<file path="src/rtl/bit_vote_stream.sv">
// bit_vote_stream: per-frame popcount, at-least and exactly flags, and a
// windowed popcount accumulator, delivered over a valid/ready stream.
//
// Handshake: a frame moves on any rising edge where in_valid && in_ready,
// and a result is consumed on any rising edge where out_valid && out_ready.
// in_ready is combinational: it is high outside reset whenever the result
// register is empty or is being drained in the same cycle. There is no skid
// buffer, so the block sustains one frame per cycle. The FSM state is
// visible directly on out_valid (FULL <=> out_valid).
module bit_vote_stream #(
   parameter  int WIDTH  = 4,
   parameter  int THRESH = 3,
   parameter  int EXACT  = 2,
   parameter  int WINDOW = 4,
   localparam int CW     = $clog2(WIDTH + 1),
   localparam int SW     = $clog2(WIDTH * WINDOW + 1),
   localparam int IW     = (WINDOW > 1) ? $clog2(WINDOW) : 1
) (
   input  logic          clk,
   input  logic          rst,
   input  logic          in_valid,
   output logic          in_ready,
   input  logic [WIDTH-1:0] in_bits,
   input  logic          win_clear,
   output logic          out_valid,
   input  logic          out_ready,
   output logic [CW-1:0] out_pop,
   output logic          out_ge,
   output logic          out_eq,
   output logic [SW-1:0] out_win_sum,
   output logic          out_win_done
);

   localparam logic [IW-1:0] LAST_IDX = IW'(WINDOW - 1);

   typedef enum logic {
      S_EMPTY = 1'b0,
      S_FULL  = 1'b1
   } state_t;

   state_t          state_q, state_d;
   logic [CW-1:0]   pop_q, pop_d;
   logic            ge_q, ge_d;
   logic            eq_q, eq_d;
   logic [SW-1:0]   sum_q, sum_d;
   logic            done_q, done_d;
   logic [IW-1:0]   idx_q, idx_d;
   logic [SW-1:0]   acc_q, acc_d;

   logic            accept;
   logic            consume;
   logic [CW-1:0]   frame_pop;
   logic [SW-1:0]   win_base;
   logic [SW-1:0]   win_sum;
   logic [IW-1:0]   eff_idx;
   logic            eff_last;

   // Handshake decode; reset blocks acceptance so no frame is taken in a reset cycle.
   always_comb begin
      in_ready = !rst && ((state_q == S_EMPTY) || out_ready);
      accept   = in_valid && in_ready;
      consume  = (state_q == S_FULL) && out_ready;
   end

   // Ones count of the incoming frame, accumulated at full CW width.
   always_comb begin
      frame_pop = '0;
      for (int i = 0; i < WIDTH; i++) begin
         frame_pop = frame_pop + CW'(in_bits[i]);
      end
   end

   // Window arithmetic: win_clear or index 0 starts a fresh running total.
   always_comb begin
      win_base = (win_clear || (idx_q == '0)) ? '0 : acc_q;
      win_sum  = win_base + SW'(frame_pop);
      eff_idx  = win_clear ? '0 : idx_q;
      eff_last = (eff_idx == LAST_IDX);
   end

   // Next-state FSM: fill on accept, drain on consume without a refill.
   always_comb begin
      state_d = state_q;
      case (state_q)
         S_EMPTY: if (accept) state_d = S_FULL;
         S_FULL:  if (consume && !accept) state_d = S_EMPTY;
         default: state_d = S_EMPTY;
      endcase
   end

   // Next-state datapath: results load on accept, window state also clears on win_clear.
   always_comb begin
      pop_d  = pop_q;
      ge_d   = ge_q;
      eq_d   = eq_q;
      sum_d  = sum_q;
      done_d = done_q;
      idx_d  = idx_q;
      acc_d  = acc_q;
      if (accept) begin
         pop_d  = frame_pop;
         ge_d   = (frame_pop >= CW'(THRESH));
         eq_d   = (frame_pop == CW'(EXACT));
         sum_d  = win_sum;
         done_d = eff_last;
         acc_d  = win_sum;
         idx_d  = eff_last ? '0 : (eff_idx + IW'(1));
      end else if (win_clear) begin
         idx_d = '0;
         acc_d = '0;
      end
   end

   // State and result registers with synchronous reset.
   always_ff @(posedge clk) begin
      if (rst) begin
         state_q <= S_EMPTY;
         pop_q   <= '0;
         ge_q    <= 1'b0;
         eq_q    <= 1'b0;
         sum_q   <= '0;
         done_q  <= 1'b0;
         idx_q   <= '0;
         acc_q   <= '0;
      end else begin
         state_q <= state_d;
         pop_q   <= pop_d;
         ge_q    <= ge_d;
         eq_q    <= eq_d;
         sum_q   <= sum_d;
         done_q  <= done_d;
         idx_q   <= idx_d;
         acc_q   <= acc_d;
      end
   end

   // Result registers drive the outputs directly.
   always_comb begin
      out_valid    = (state_q == S_FULL);
      out_pop      = pop_q;
      out_ge       = ge_q;
      out_eq       = eq_q;
      out_win_sum  = sum_q;
      out_win_done = done_q;
   end

endmodule

</file>
<file path="config.mk">
export PLATFORM = sky130hd
export DESIGN_NAME = bit_vote_stream
export DESIGN_NICKNAME = d
export VERILOG_FILES = /design/src/rtl/bit_vote_stream.sv
export SDC_FILE = /design/constraint.sdc
export NUM_CORES = 1
export LEC_CHECK = 0
export BUFFER_PORTS_ARGS = -buffer_cell sky130_fd_sc_hd__clkbuf_2
export CAP_MARGIN = 20
export CORE_ASPECT_RATIO = 0.7
export CORE_MARGIN = 10
export CORE_UTILIZATION = 50
export DETAILED_ROUTE_END_ITERATION = 6
export GPL_ROUTABILITY_DRIVEN = 0
export PLACE_DENSITY = 0.75
export SYNTH_ARGS = -nofsm -noshare
export SYNTH_HDL_FRONTEND = slang
export SYNTH_SLANG_ARGS = --single-unit
</file>
<file path="constraint.sdc">
create_clock -name clk -period 5.3 [get_ports clk]
set_input_delay 1.06 -clock clk [delete_from_list [all_inputs] [get_ports clk]]
set_output_delay 1.06 -clock clk [all_outputs]
set_load 0.01 [all_outputs]
</file>
==> results of run 1 <==
-- layout by cell type, fill, tap and decap left out, types with 2 or more instances in the layout --
| master | instances |
|---|---|
| nor2_1 | 9 |
| dfxtp_1 | 19 |
| o21ai_0 | 4 |
| and2b_1 | 2 |
| a21oi_1 | 4 |
| clkbuf_2 | 21 |
| xnor2_1 | 3 |
| ha_1 | 7 |
| a32o_1 | 2 |
| a31oi_1 | 2 |
| a22o_1 | 6 |
| xor2_1 | 2 |
| clkbuf_4 | 3 |
| nand2_1 | 18 |
| and2_1 | 2 |
-- cell type report --
type	instances	area share, %
clock buffers	4	2.405
repair buffers	22	10.31
multi-input cells	76	49.60
flip-flops and latches	19	34.82
inverters	1	0.3436
well taps	22	2.520
-- Yosys cell counts --
library cell  number  area share, %
o21ba_1            1            1.0
dfxtp_1           19             40
or4b_1             1            1.0
buf_6              1            1.2
a32o_1             2            2.1
o21ai_0            4            2.1
nor3_1             1           0.52
nor2b_4            1            1.4
nor3b_2            1            1.3
clkbuf_1           3            1.2
xnor2_1            3            2.8
a211oi_1           1           0.79
a22o_1             6            5.5
and2_1             2            1.3
fa_1               1            2.1
mux2_4             1            1.6
nor3_2             1            1.0
and2b_1            2            1.6
a21oi_1            4            2.1
xor2_1             2            1.8
a22oi_1            1           0.79
o2111ai_1          1           0.92
inv_1              1           0.39
ha_1               7            9.2
nand2_1           18            7.1
nor2_1             9            3.5
buf_2              1           0.52
nand3_1            1           0.52
o21bai_1           1           0.79
a311oi_2           1            1.6
a31oi_1            2            1.3
o21ai_2            1           0.92
-- cells by family (layout without fill, tap and decap cells) --
family,count (synthesis),in the layout,share of synthesized area [%]
compound gates,25,25,19.95
flops,19,19,39.89
simple gates,37,37,19.42
mux,1,1,1.574
buf+inv,6,27,3.280
xor+xnor,5,5,4.594
fa+ha+maj,8,8,11.29
-- per-stage QoR --
stage / power, mW / area, sq um / setup WS [ps] / hold WS (ps) / utilization, %
floorplan: 0.1946 / 953.4 / 1958 / 434.0 / -
detailed placement: 0.2126 / 1066 / 1789 / 454.4 / 58.00
finish: 0.2801 / 1092 / 2069 / 461.0 / 59.43
CTS: 0.2836 / 1092 / 2096 / 467.7 / 59.43
global placement: 0.2107 / 1066 / 1903 / 443.1 / 58.00
global route: 0.2975 / 1092 / 1967 / 478.8 / 59.43
-- per-layer routing --
| metal | track usage [%] | up-vias | wire, um |
|---|---|---|---|
| met3 | 6.491 | 2 | 181 |
| li1 | - | 403 | - |
| met2 | 17.06 | 22 | 956 |
| met5 | 0 | - | 0 |
| met1 | 11.08 | 342 | 865 |
| met4 | 2.479 | 0 | 18 |
-- path summary, 6_finish.rpt --
check | startpoint | endpoint | slack, ps | cells past startpoint
worst max-delay path | in_bits[0] | out_win_sum[4]$_SDFFE_PP0P_ | 2070 | 10
worst min-delay path | out_win_done$_SDFFE_PP0P_ | out_win_done$_SDFFE_PP0P_ | 460 | 2
worst max register to register | idx_q[0]$_SDFF_PP0_ | out_win_sum[4]$_SDFFE_PP0P_ | 3200 | 8
worst min register to register | out_win_done$_SDFFE_PP0P_ | out_win_done$_SDFFE_PP0P_ | 460 | 2
-- report_power, final --
part	internal, mW	switching, mW
registers	0.150	0.00404
logic	0.0231	0.0317
clock network	0.0293	0.0415
-- state kept, by name, indices dropped and copies added (netlist names) --
signal,cells
out_pop,3
out_ge,1
acc_q,5
out_win_sum,5
out_eq,1
idx_q,2
out_win_done,1
out_valid,1
-- worst reg2reg max path, stage by stage (launching register included) --
cell and delay [ps]:
dfxtp_1 320, o21ba_1 280, and2_1 200, ha_1 210, ha_1 210, a311oi_2 300, nor3_2 120, mux2_4 310
o21ai_2 100
==> run summary, run 1 <==
Routed WL - 2021 um
Slew Viols, Final - 0
Slowest cell on the critical path - fa_1
Chip Width - 72.19 um
Final setup vio count - 0
Drt via density - 5.340
RSZ-0062 raised after global routing - no
Fmax - 309.5 MHz
Remaining DRCs - 0
Chip Height - 56.54 um
H-tree depth - 1
Crit path buffers/inverters - 1
Antenna Nets Post-Route - 0
Multi-input logic area - 541.8 sq um
Pwr Density - 256.4 nW/um^2
First-pass GRT wire length - 3512 um
Worst Hold Class - reg -> reg
Hold-fix buffers, CTS - 0
Synth cell types - 32
Post-DP HPWL - 1661 um
Overall global routing resource usage - 10.46%
First-pass DRT Iterations - 4
Dpl cells - 140
Clock Path Buffers - 2
Core ar. - 1838 sq um
Leakage - 0.4926 nW
FF+latch count, synth - 19
Root buffer cell - clkbuf_4
Most frequent CP cell - ha_1
Status - completed
Register area - 380.4 sq um
Crit start category - primary input
Initial Util - 51.87%
Worst-path fanout max - 8
Post-Syn Area - 953.4 sq um
Max Cap Violations - 0
Share of the yosys chip area belonging to registers - 39.90%
Fin crit period - 3231 ps
IO Pins - 22
Arrival @ worst endpoint - 3470 ps
CP top delay family - adder cells
# rows - 13
DR vias - 769
Synth Area per Inst - 9.440 sq um
Mapped Cells - 101
Setup Skew - 1.204 ps
Layout cells sized above 1 - 25.41%
Crit share post-route - 60.97%
Crit end category - flip-flop
Setup TNS - 0 ps
# diodes - 0
Gr ovfl total - 0
Fin nets - 140
Antenna violations before repair - 0
Largest net degree at the start of global routing - 23
Clk_lat worst skew - 290 ps
CTS resizes - 0
Die area - 4081 sq um
CTS clk-pin slew, worst paths - 100 ps
Endpoints failing hold - 0
Synth Warn # - 0
Final Non-Filler Cells - 144
Clk sink count - 19
Starting DRT DRC Count - 12
Crit path kind - in -> reg
CTS tree - built
Largest stage delay, worst path - 470 ps
Max-slew headroom - 78.51%
Worst VDD drop - 0.0001449 V
Mapped Nets - 118
Vias in the first global route - 797
CTS Buf Count - 3
Worst-margin pin slew - 320.6 ps
Port-buffer cells - 21
Post CTS Setup Buffer Count - 0
Worst Path Required - 5540 ps
Layout area overhead - 14.57%
Avg WL per Cell - 14.03 um
Crit-path cells - clkbuf_2, fa_1, ha_1, ha_1, xnor2_1, ha_1, a311oi_2, nor3_2, mux2_4, o21ai_2
FILL cells - 183
(Power assumes the default switching activity.)
==> run 2, diff against run 1 <==
--- a/config.mk
+++ b/config.mk
@@ -9,10 +9,10 @@
 export CAP_MARGIN = 20
 export CORE_ASPECT_RATIO = 0.7
 export CORE_MARGIN = 10
-export CORE_UTILIZATION = 50
+export CORE_UTILIZATION = 46
 export DETAILED_ROUTE_END_ITERATION = 6
 export GPL_ROUTABILITY_DRIVEN = 0
-export PLACE_DENSITY = 0.75
+export PLACE_DENSITY = 0.73
 export SYNTH_ARGS = -nofsm -noshare
 export SYNTH_HDL_FRONTEND = slang
 export SYNTH_SLANG_ARGS = --single-unit
==> constraint.sdc (replaced) <==
create_clock -name clk -period 2.9 [get_ports clk]
set_input_delay 0.58 -clock clk [delete_from_list [all_inputs] [get_ports clk]]
set_output_delay 0.58 -clock clk [all_outputs]
set_load 0.01 [all_outputs]
==> run 2 against run 1 <==
Net effect:
- cell area increased by 0.69%
- utilization decreased by 2.1 points
- non-clock buffer count increased by 1
- global-route usage increased by 0.53 points
- count of clock-buffer cells in the layout unchanged
- total power increased by 88%
- critical path type unchanged
- largest power group unchanged
- highest routed layer unchanged
==> run summary, run 2 (same netlist as run 1, synthesis figures left out) <==
Status - completed
Avg WL per Cell - 15.06 um (+7.3%)
Port-buffer cells - 21 (unchanged)
Starting DRT DRC Count - 47 (+35)
Post CTS Setup Buffer Count - 0 (unchanged)
Die area - 4323 sq um (+5.9%)
Fin nets - 141 (+0.71%)
First-pass GRT wire length - 3594 um (+2.3%)
# rows - 13 (unchanged)
Clk_lat worst skew - 310 ps (+20 ps)
Dpl ws - 7.614 ps (-1781 ps)
Clk sink count - 19 (unchanged)
H-tree depth - 1 (unchanged)
Vias in the first global route - 746 (-6.4%)
Most frequent cells in the layout - 21 x clkbuf_2, 19 x dfxtp_1, 18 x nand2_1
Final setup vio count - 0 (unchanged)
Drt via density - 5.386 (+0.86%)
Dpl cells - 141 (+0.71%)
DR vias - 781 (+1.6%)
Post-DP HPWL - 1648 um (-0.77%)
Register-to-register setup slack - 850 ps (-2350 ps)
R2R depth - 8 (unchanged)
Routed WL - 2183 um (+8.0%)
Setup TNS - 0 ps (unchanged)
Layout area overhead - 15.35%
Setup Skew - 4.574 ps (+3.370 ps)
RSZ-0062 raised after global routing - no
Commonest non-fill, non-tap cell in the layout - clkbuf_2
Max Cap Violations - 0 (unchanged)
Layout cells sized above 1 - 26.02% (+0.61 points)
Crit path kind - in -> reg
Worst Hold Class - reg -> reg
Worst-margin pin slew - 692.1 ps (+371.5 ps)
Hold_ws - 458.4 ps (-2.627 ps)
Final Non-Filler Cells - 145 (+0.69%)
Chip Height - 58.09 um (+2.8%)
First-pass DRT Iterations - 4 (unchanged)
Crit path buffers/inverters - 1 (unchanged)
Initial Util - 49.67% (-2.2 points)
Antenna Nets Post-Route - 0 (unchanged)
Overall global routing resource usage - 11.00% (+0.53 points)
Slew Viols, Final - 0 (unchanged)
Final setup margin - 313.7 ps (-1755 ps)
Crit share post-route - 89.18%
Most frequent CP cell - ha_1
Reg2Reg Capture Point - out_win_sum[4]$_SDFFE_PP0P_
Endpoints failing hold - 0 (unchanged)
Largest stage delay, worst path - 490 ps (+20 ps)
Crit-path cells - clkbuf_2, fa_1, ha_1, ha_1, xnor2_1, ha_1, a311oi_2, nor3_2, mux2_4, o21ai_2
# diodes - 0 (unchanged)
Crit start category - primary input
Largest net degree at the start of global routing - 13 (-43%)
Hold-fix buffers, CTS - 0 (unchanged)
Clock Path Buffers - 2 (unchanged)
Arrival @ worst endpoint - 2840 ps (-630 ps)
Leakage - 0.4974 nW (+0.98%)
Sink of the worst hold path - out_eq$_SDFFE_PP0P_
CTS tree - built
Chip Width - 74.42 um (+3.1%)
Fin crit period - 2586 ps
Worst VDD drop - 0.0002574 V (+78%)
Gr ovfl total - 0 (unchanged)
Final core utilization - 57.30% (-2.1 points)
Worst-path fanout max - 3 (-5)
IO Pins - 22 (unchanged)
Worst hold stages - 2 (unchanged)
Max-slew headroom - 53.66% (-25 points)
Pwr Density - 477.7 nW/um^2 (+86%)
Fmax - 386.7 MHz
CTS resizes - 0 (unchanged)
Remaining DRCs - 0 (unchanged)
Root buffer cell - clkbuf_4
Worst Path Required - 3150 ps (-2390 ps)
CP top delay family - adder cells
Core ar. - 1919 sq um (+4.4%)
CTS clk-pin slew, worst paths - 110 ps (about the same)
Crit end category - flip-flop
Worst Hold Launch - out_eq$_SDFFE_PP0P_
Slowest cell on the critical path - fa_1
Reg2Reg Launch Point - idx_q[0]$_SDFF_PP0_
Antenna violations before repair - 0 (unchanged)
CTS Buf Count - 3 (unchanged)
==> run 2: cell types whose count changed in the layout (fill, tap and decap cells not counted), sizes merged <==
cell,previous run,this run
buf,1,2
==> run 2: area by class of cell <==
| class | count | area (sq um) |
|---|---|---|
| Inverter | 1 | 3.754 |
| Clock buffer | 4 | 26.28 |
| Tap cell | 22 | 27.53 |
| Timing Repair Buffer | 23 | 120.1 |
| Fill cell | 188 | 819.5 |
| Multi-Input combinational cell | 76 | 541.8 |
| Sequential cell | 19 | 380.4 |
==> run 2: through the flow <==
stage                     power (mW)  instance area [sq um]
after CTS                     0.5276                   1100
after global placement        0.3886                   1074
after detailed placement      0.3928                   1074
after floorplan               0.3557                  953.4
final                         0.5254                   1100
after global routing          0.5577                   1100
==> run 2: where the power goes <==
part	leakage (nW)	internal [mW]	switching (mW)	total (mW)
Clock	0.0150	0.0538	0.0838	0.138
Combinational	0.327	0.0448	0.0606	0.105
Sequential	0.155	0.275	0.00738	0.282
Total	0.497	0.374	0.152	0.525
==> run 2: worst max path at each step <==
stage                                  end  depth (start not counted)        from  slack [ps]
4_1_cts        out_win_sum[4]$_SDFFE_PP0P_                         10  in_bits[0]         330
3_3_place_gp   out_win_sum[4]$_SDFFE_PP0P_                         10  in_bits[0]         100
2_1_floorplan  out_win_sum[4]$_SDFFE_PP0P_                         10  in_bits[0]          40
6_report       out_win_sum[4]$_SDFFE_PP0P_                         10  in_bits[0]         310
3_5_place_dp   out_win_sum[4]$_SDFFE_PP0P_                         10  in_bits[0]           8
5_1_grt        out_win_sum[4]$_SDFFE_PP0P_                         10  in_bits[0]         250
==> run 2: tightest hold or removal path: stages (launching register included) <==
cell	delay, ps
dfxtp_1	320
nand2_1	50
a21oi_1	50
==> run 2: routing by layer <==
metal | vias to the layer above | global-route usage [%] | part of all wire [%]
li1 | 401 | - | -
met1 | 353 | 13.39 | 47
met2 | 22 | 15.74 | 43
met3 | 5 | 5.102 | 7.7
met4 | 0 | 5.645 | 1.9
met5 | - | 0 | 0
